--- src/rtl/imm_ext_pkg.sv ---
// Shared definitions for the immediate-extension unit: extension modes and
// the legality rule for the immediate/operand width pair.
package imm_ext_pkg;

    typedef enum logic [1:0] {
        MODE_SEXT   = 2'd0,
        MODE_ZEXT   = 2'd1,
        MODE_HIGH   = 2'd2,
        MODE_INSERT = 2'd3
    } imm_mode_e;

    // The operand must hold a whole number of immediate slots, and at least two.
    function automatic bit widths_ok(input int in_w, input int out_w);
        return (in_w >= 2) && (out_w >= 2 * in_w) && ((out_w % in_w) == 0);
    endfunction

endpackage

--- src/rtl/imm_skid_buf.sv ---
// Two-entry valid/ready buffer (main + skid). in_ready comes straight from a
// register, so there is no combinational path from out_ready back to in_ready.
module imm_skid_buf #(
    parameter int W = 64
) (
    input  logic         clk,
    input  logic         rst_n,
    input  logic         in_valid,
    output logic         in_ready,
    input  logic [W-1:0] in_data,
    output logic         out_valid,
    input  logic         out_ready,
    output logic [W-1:0] out_data
);

    logic         main_valid_q, main_valid_d;
    logic         skid_valid_q, skid_valid_d;
    logic [W-1:0] main_q, main_d;
    logic [W-1:0] skid_q, skid_d;
    logic         push, pop;

    assign push = in_valid && !skid_valid_q;
    assign pop  = main_valid_q && out_ready;

    always_comb begin
        // NOTE: every next-state signal gets its hold value first so no path leaves it unassigned (no latch).
        main_valid_d = main_valid_q;
        main_d       = main_q;
        skid_valid_d = skid_valid_q;
        skid_d       = skid_q;
        if (skid_valid_q) begin
            // Skid full means in_ready is low, so only a drain can happen here.
            if (pop) begin
                main_d       = skid_q;
                skid_valid_d = 1'b0;
            end
        end else if (!main_valid_q || pop) begin
            main_valid_d = push;
            if (push) begin
                main_d = in_data;
            end
        end else if (push) begin
            skid_valid_d = 1'b1;
            skid_d       = in_data;
        end
    end

    // NOTE: data registers are reset too, because the visible result must read zero out of reset.
    always_ff @(posedge clk or negedge rst_n) begin
        if (!rst_n) begin
            main_valid_q <= 1'b0;
            skid_valid_q <= 1'b0;
            main_q       <= '0;
            skid_q       <= '0;
        end else begin
            // NOTE: non-blocking assignments so every register samples pre-edge values.
            main_valid_q <= main_valid_d;
            skid_valid_q <= skid_valid_d;
            main_q       <= main_d;
            skid_q       <= skid_d;
        end
    end

    assign in_ready  = !skid_valid_q;
    assign out_valid = main_valid_q;
    assign out_data  = main_q;

endmodule

--- src/rtl/imm_ext_unit.sv ---
// Immediate-extension unit: sign/zero/upper extension or slot insertion into a
// held accumulator, with a registered result behind a two-entry skid buffer.
module imm_ext_unit
    import imm_ext_pkg::*;
#(
    parameter  int IN_W   = 16,
    parameter  int OUT_W  = 64,
    localparam int SLOTS  = OUT_W / IN_W,
    localparam int SLOT_W = (SLOTS > 2) ? $clog2(SLOTS) : 1
) (
    input  logic              clk,
    input  logic              rst_n,
    input  logic              in_valid,
    output logic              in_ready,
    input  logic [IN_W-1:0]   in_imm,
    input  logic [1:0]        in_mode,
    input  logic [SLOT_W-1:0] in_slot,
    output logic              out_valid,
    input  logic              out_ready,
    output logic [OUT_W-1:0]  out_imm,
    output logic [OUT_W-1:0]  acc
);

    if (!widths_ok(IN_W, OUT_W)) begin : g_bad_widths
        $error("imm_ext_unit: illegal widths IN_W=%0d OUT_W=%0d", IN_W, OUT_W);
    end

    imm_mode_e        mode;
    logic [OUT_W-1:0] sext_val;
    logic [OUT_W-1:0] result;
    logic [OUT_W-1:0] acc_q, acc_d;
    logic             accept;

    assign mode   = imm_mode_e'(in_mode);
    assign accept = in_valid && in_ready;

    always_comb begin
        sext_val = {{(OUT_W - IN_W){in_imm[IN_W-1]}}, in_imm};
        result   = acc_q;
        case (mode)
            MODE_SEXT: result = sext_val;
            MODE_ZEXT: result = {{(OUT_W - IN_W){1'b0}}, in_imm};
            MODE_HIGH: result = sext_val << IN_W;
            MODE_INSERT: begin
                // An out-of-range slot matches nothing and leaves acc unchanged.
                for (int k = 0; k < SLOTS; k++) begin
                    if (in_slot == SLOT_W'(k)) begin
                        result[k*IN_W +: IN_W] = in_imm;
                    end
                end
            end
            default: result = acc_q;
        endcase
    end

    // acc moves on the same edge that captures the result, so a following
    // INSERT already sees it without a bubble.
    assign acc_d = accept ? result : acc_q;

    always_ff @(posedge clk or negedge rst_n) begin
        if (!rst_n) begin
            acc_q <= '0;
        end else begin
            acc_q <= acc_d;
        end
    end

    imm_skid_buf #(
        .W(OUT_W)
    ) u_skid (
        .clk      (clk),
        .rst_n    (rst_n),
        .in_valid (in_valid),
        .in_ready (in_ready),
        .in_data  (result),
        .out_valid(out_valid),
        .out_ready(out_ready),
        .out_data (out_imm)
    );

    assign acc = acc_q;

endmodule

--- config.mk ---
export PLATFORM = sky130hd
export DESIGN_NAME = imm_ext_unit
export DESIGN_NICKNAME = d
export VERILOG_FILES = /design/src/rtl/imm_ext_pkg.sv /design/src/rtl/imm_skid_buf.sv /design/src/rtl/imm_ext_unit.sv
export SDC_FILE = /design/constraint.sdc
export NUM_CORES = 1
export LEC_CHECK = 0
export ABC_CLOCK_PERIOD_IN_PS = 2000
export CAP_MARGIN = 20
export CORE_UTILIZATION = 35
export CTS_BUF_LIST = sky130_fd_sc_hd__clkbuf_2
export CTS_CLUSTER_DIAMETER = 120
export CTS_CLUSTER_SIZE = 12
export DETAILED_ROUTE_END_ITERATION = 8
export REMOVE_ABC_BUFFERS = 1
export SETUP_SLACK_MARGIN = 0.02
export SYNTH_ARGS = -nofsm -noshare
export SYNTH_HDL_FRONTEND = slang
export SYNTH_SLANG_ARGS = --single-unit
--- constraint.sdc ---
create_clock -name clk -period 2 [get_ports clk]
set_input_delay 0.5 -clock clk [delete_from_list [all_inputs] [get_ports clk]]
set_output_delay 0.5 -clock clk [all_outputs]
set_load 0.03 [all_outputs]
# After elaboration in Yosys (flattened, before gate mapping)
# Cells that the tools add are included.
dict set report totals {
  ff_bits 194
  inputBits 24
  output_inout_bits 130
  word_cells 39
}
dict set report op_classes {
  eq_ne 7
  n_mux 13
  bitwise_logic 2
  reduce_logical 12
}
# cell count
set ops {}
lappend ops {{$mux W64} 4}
lappend ops {{$pmux W64 S4} 1}
lappend ops {{$mux W16} 4}
lappend ops {{$eq A2 B2 Y1 const B} 4}
lappend ops {{$reduce_and A3 Y1} 2}
lappend ops {{$eq A2 B1 Y1 const B} 2}
lappend ops {{$logic_not A2 Y1} 2}
lappend ops {{$mux W1} 4}
lappend ops {{$reduce_bool A2 Y1} 2}
lappend ops {{$logic_and A1 B1 Y1} 2}
lappend ops {{$logic_not A1 Y1} 2}
lappend ops {{$ne A2 B2 Y1 const B} 1}
lappend ops {{$not A1 Y1} 2}
lappend ops {{$reduce_and A2 Y1} 1}
lappend ops {{$logic_or A1 B1 Y1} 1}

# Logic depth before layout (Yosys ltp)
dict set report depth {
  word_depth 6
  ltp_mapped 8
  ltp_nobuf 4
}

# Cells and area by module
# Synthesis repeated with hierarchy kept, for this count alone.
dict set report unflattened {
  cells_unflattened 768
  area_unflattened_um2 9600.5
}
# module instances cells_per_inst area_each_um2 seq_area_each_um2
set modules_own_cells {}
lappend modules_own_cells {imm_skid_buf 1 351 5580.4 3253.1}
lappend modules_own_cells {imm_ext_unit 1 417 4020.1 1601.5}

# Worst setup path before layout
# OpenSTA, ideal clock, no wires.
dict set report synth_path {
  path_kind {flip-flop to flip-flop}
  start {reg u_skid.main_valid_q (netlist: u_skid.out_valid)}
  end {reg u_skid.main_q[15] (netlist: u_skid.out_data[15])}
  setup_time_ps 136
  arrival_time_ps 1592
  required_time_ps 1864
  path_slack_ps 273
  path_stages_with_launch 9
  n_path_buf 4
  period_less_slack_ps 1727
  path_cell_list {dfrtp_1 > nor2b_1 > buf_2 > or3_1 > clkbuf_1 > buf_6 > buf_6 > nand2_1 > o211ai_1}
}
dict set report synth_between {
  elab_chain_cells 4
  elab_cells_between_ends 6
  classes_between {eq/ne (1); reduce/logical (5)}
}
# element line
set synth_rtl {}
lappend synth_rtl {{start, declared} imm_skid_buf.sv:16} ;# logic main_valid_q, main_valid_d;
lappend synth_rtl {{start signal, assigned} imm_skid_buf.sv:57} ;# main_valid_q <= main_valid_d;
lappend synth_rtl {{$logic_not A1 Y1 or $logic_and A1 B1 Y1 (tied branches)} {imm_skid_buf.sv:37, imm_skid_buf.sv:23}}
lappend synth_rtl {{$logic_or A1 B1 Y1} imm_skid_buf.sv:37} ;# end else if (!main_valid_q || pop) begin
lappend synth_rtl {{$reduce_bool A2 Y1 (no source line)} -}
lappend synth_rtl {{$reduce_and A3 Y1 (no source line) (*)} -}
lappend synth_rtl {{end signal, assigned} imm_skid_buf.sv:59} ;# main_q <= main_d;
lappend synth_rtl {{end, declared} imm_skid_buf.sv:18} ;# logic [W-1:0] main_q, main_d;
# Mark *: on every way between the ends. The rest lies on a longest branch, timed or not.
# A chain may end at the register's enable or synchronous reset.

# Worst setup path after layout
dict set report layout_path {
  start {reg u_skid.skid_valid_q}
  end {out in_ready}
}
dict set report layout_between {
  elab_chain_cells 1
}
# element line
set layout_rtl {}
lappend layout_rtl {{start, declared} imm_skid_buf.sv:17} ;# logic skid_valid_q, skid_valid_d;
lappend layout_rtl {{start signal, assigned} imm_skid_buf.sv:58} ;# skid_valid_q <= skid_valid_d;
lappend layout_rtl {{$logic_not A1 Y1} imm_skid_buf.sv:64} ;# assign in_ready = !skid_valid_q;
lappend layout_rtl {{end, declared} imm_ext_unit.sv:14} ;# output logic in_ready,
# Every way passes these cells.

==> flow_summary_export.csv <==
group,metric,value,unit
status,status,"finished, final reports clean",
cts,ctsLongestPathBuffers,2,
worst_setup_path,crit_chain,"inv_2, buf_6",
power,power_leakage,5.68,nW
detailed_routing,ant_nets,0,
worst_setup_path,critPathArrivalTime,1.46,ns
layout,layout.nets,1224,
layout,post-route-util,50.7,%
cts,root_buffer,"clkbuf_2",
grt,grt_first_pass_wirelength,45.3,mm
detailed_routing,num_vias,8193,
detailed_routing,routed_wl,29.4,mm
power,power_density,1740,nW/um^2
worst_setup_path,end_kind,"output pin",
synthesis,yosys_warnings,0,
job,max-cap-violations,0,
sta,finalSetupTns,0,ns
synthesis,yosysSeqAreaShare,55.2,%
grt,grt_max_degree,57,
synthesis,ys_ff_latch,194,
cts,h-tree-depth,4,
layout,layout.cells.non_filler,1538,
layout,final_layout_size_suffix_gt1_share,32.6,%
cts,numClockSinks,194,
sta,max_freq,510,MHz
worst_setup_path,criticalPathCategory,"flop to output pin",
power,vdd_drop_max,0.000981,V
detailed_routing,viasPerCell,5.33,
grt,gr-total-overflow,0,
sta,finalHoldViolCount,0,
detailed_routing,drtIter0Drc,715,
sta,post-route-min-period,1.96,ns
cts,clk_latency,0.76,ns
placement,gp_congestion,0.788,
sta,relSlewSlack,68.4,%
floorplanning,core_area,24500,sq um
detailed_routing,remaining_drc_errors,0,
sta,rsz0062_at_grt,"true",
sta,maxSlewViolCount,0,
grt,grtUsageTotal,22.8,%
worst_setup_path,critical-path-slowest-cell,"dfrtp_1",
sta,period_share,98.1,%
synthesis,synth.cell_area,8790,sq um
worst_setup_path,crit_required,1.50,ns
floorplanning,placementRows,57,
synthesis,synthMuxAreaShare,3.84,%
detailed_routing,drt_first_pass_iters,8,
sta,setup_viol,0,
cts,cts_tree,"built",
synthesis,syn_avg_cell_area,9.52,sq um
placement,dp_hpwl,18.9,mm
synthesis,synthAdderAreaFrac,0,%
floorplanning,fp.dieW,160,um
worst_setup_path,worst_setup_path_start_kind,"flop",
synthesis,synthSimpleGateAreaFrac,12.6,%
grt,grt_pass1_vias,7789,
synthesis,synth_xor_xnor_area_share,0,%
placement,placement.io_buffers,153,
sta,tightest_slew,0.474,ns
floorplanning,start_util,35.9,%
cts,path_clk_slew,0.29,ns
grt,antenna_found_initial,1,
sta,finClkSkew,0.0339,ns
synthesis,synth-compound-area-share,23.7,%
hold_path,min_path_type,"input pin to asynchronous set/reset pin",
worst_setup_path,path_buf_inv,2,
cts,numCtsBuffers,17,
synthesis,ys_types,33,
synthesis,netlist_instances,923,
layout,synthToLayoutAreaGrowth,41.2,%
worst_setup_path,cp_max_fo,2,
floorplanning,io-pin-count,154,
synthesis,synth_top_family_by_area,"compound AO/OA/AOI/OAI gates",
floorplanning,die_h,160,um
worst_setup_path,slowest_delay,0.46,ns
detailed_routing,routedWlPerCell,19.1,um
floorplanning,dieArea,25700,sq um
placement,dp.cells,1402,
worst_setup_path,cpLargestDelayFamily,"flip-flops",
## Yosys cell counts, drive strengths merged
cell type | instances | area share (%)
and2b | 1 | 0.085
nand2 | 164 | 7.0
nor3 | 2 | 0.23
nor2b | 4 | 0.28
or3 | 1 | 0.071
and2 | 3 | 0.21
inv | 15 | 0.64
o22ai | 12 | 0.85
o21ai | 85 | 4.8
a32o | 15 | 1.7
a22oi | 18 | 1.5
mux2 | 30 | 3.8
dfrtp | 194 | 55
o22a | 30 | 3.0
o211ai | 19 | 1.6
a21oi | 137 | 8.2
a2bb2oi | 15 | 1.5
a41oi | 3 | 0.30
nor2 | 69 | 3.1
nand2b | 6 | 0.43
buf | 37 | 2.2
clkbuf | 41 | 1.8
nand4 | 1 | 0.071
or2 | 1 | 0.071
o211a | 1 | 0.11
nand3 | 19 | 1.1
## registers in the layout, summed over array words and instances (netlist names)
register	count
u_skid.skid_q	64
u_skid.out_valid	1
acc	64
u_skid.skid_valid_q	1
u_skid.out_data	64
## path summary, 6_finish.rpt
check	cells after the start	end	from	slack [ns]
min reg2reg	1	u_skid.skid_q[41]$_DFFE_PN0P_	u_skid.skid_q[41]$_DFFE_PN0P_	0.54
max	2	in_ready	u_skid.skid_valid_q$_DFF_PN0_	0.04
min	2	u_skid.out_data[11]$_DFFE_PN0P_	rst_n	0.23
max reg2reg	7	u_skid.out_data[51]$_DFFE_PN0P_	u_skid.skid_valid_q$_DFF_PN0_	0.15
min in group clk	4	u_skid.out_valid$_DFFE_PN0P_	out_ready	0.43
max in group asynchronous	3	acc[42]$_DFFE_PN0P_	rst_n	1.14
## placed cells by master, fill, tap and decap left out, types with 3 or more instances in the layout
| cell | n |
|---|---|
| o22ai_1 | 12 |
| nand3_1 | 19 |
| o21ai_0 | 73 |
| nor2_1 | 67 |
| a21oi_2 | 10 |
| buf_6 | 116 |
| a32o_1 | 15 |
| dfrtp_1 | 192 |
| bufinv_16 | 3 |
| buf_4 | 168 |
| clkdlybuf4s50_1 | 22 |
| inv_6 | 3 |
| mux2_2 | 30 |
| o211ai_1 | 19 |
| buf_2 | 6 |
| a21oi_1 | 127 |
| clkinv_2 | 5 |
| nand2b_1 | 5 |
| a2bb2oi_1 | 15 |
| buf_12 | 21 |
| clkbuf_2 | 19 |
| inv_1 | 14 |
| o22a_1 | 30 |
| a41oi_1 | 3 |
| a22oi_1 | 18 |
| nand2_1 | 164 |
| o21ai_1 | 12 |
## layout make-up
| type | count | area (sq um) |
|---|---|---|
| diodes | 1 | 2.50 |
| clock buffers | 19 | 95.1 |
| clock inverters | 13 | 159 |
| fillers | 2298 | 12100 |
| inverters | 15 | 56.3 |
| multi-input cells | 636 | 3550 |
| flip-flops and latches | 194 | 4860 |
| well taps | 324 | 405 |
| repair buffers | 336 | 3290 |
## per-stage QoR
step / setup WS [ns] / power, W / hold slack (ns) / area, sq um
2_1_floorplan: -2.22 / 0.0129 / 0.204 / 8440
3_3_place_gp: -0.200 / 0.0175 / 0.485 / 11300
3_5_place_dp: -0.237 / 0.0177 / 0.492 / 11300
4_1_cts: -0.0360 / 0.0199 / 0.174 / 11600
5_1_grt: -0.103 / 0.0228 / 0.157 / 12400
6_report: 0.0388 / 0.0216 / 0.227 / 12400
## report_power, final
group	switching, W	leakage [nW]	internal, W	total (W)
sequential	0.00150	2.32	0.00584	0.00734
clock	0.00138	0.163	0.000715	0.00209
combinational	0.00650	3.19	0.00563	0.0121
total	0.00938	5.68	0.0122	0.0216
## routing by layer
| metal | track usage [%] | routed length (um) | up-vias |
|---|---|---|---|
| met5 | 0 | 0 | - |
| met4 | 6.10 | 471 | 0 |
| met3 | 5.42 | 2330 | 28 |
| met2 | 34.5 | 13500 | 302 |
| met1 | 32.7 | 13200 | 4047 |
| li1 | - | - | 3816 |
## cell families after synthesis
| family | Yosys count |
|---|---|
| AOI/OAI and AO/OA | 335 |
| buffers and inverters | 93 |
| DFF | 194 |
| muxes | 30 |
| and+or+nand+nor | 271 |
## timing repair
| action | CTS | global route |
|---|---|---|
| cloned | 0 | 1 |
| endpoints found under the hold margin | 86 | 0 |
| pin swaps | 0 | 0 |
| endpoints found under the setup margin | 130 | 135 |
| setup buffers | 78 | 23 |
| hold buffers | 1 | 0 |
| gates resized for setup | 688 | 306 |
(Power assumes the default switching activity.)
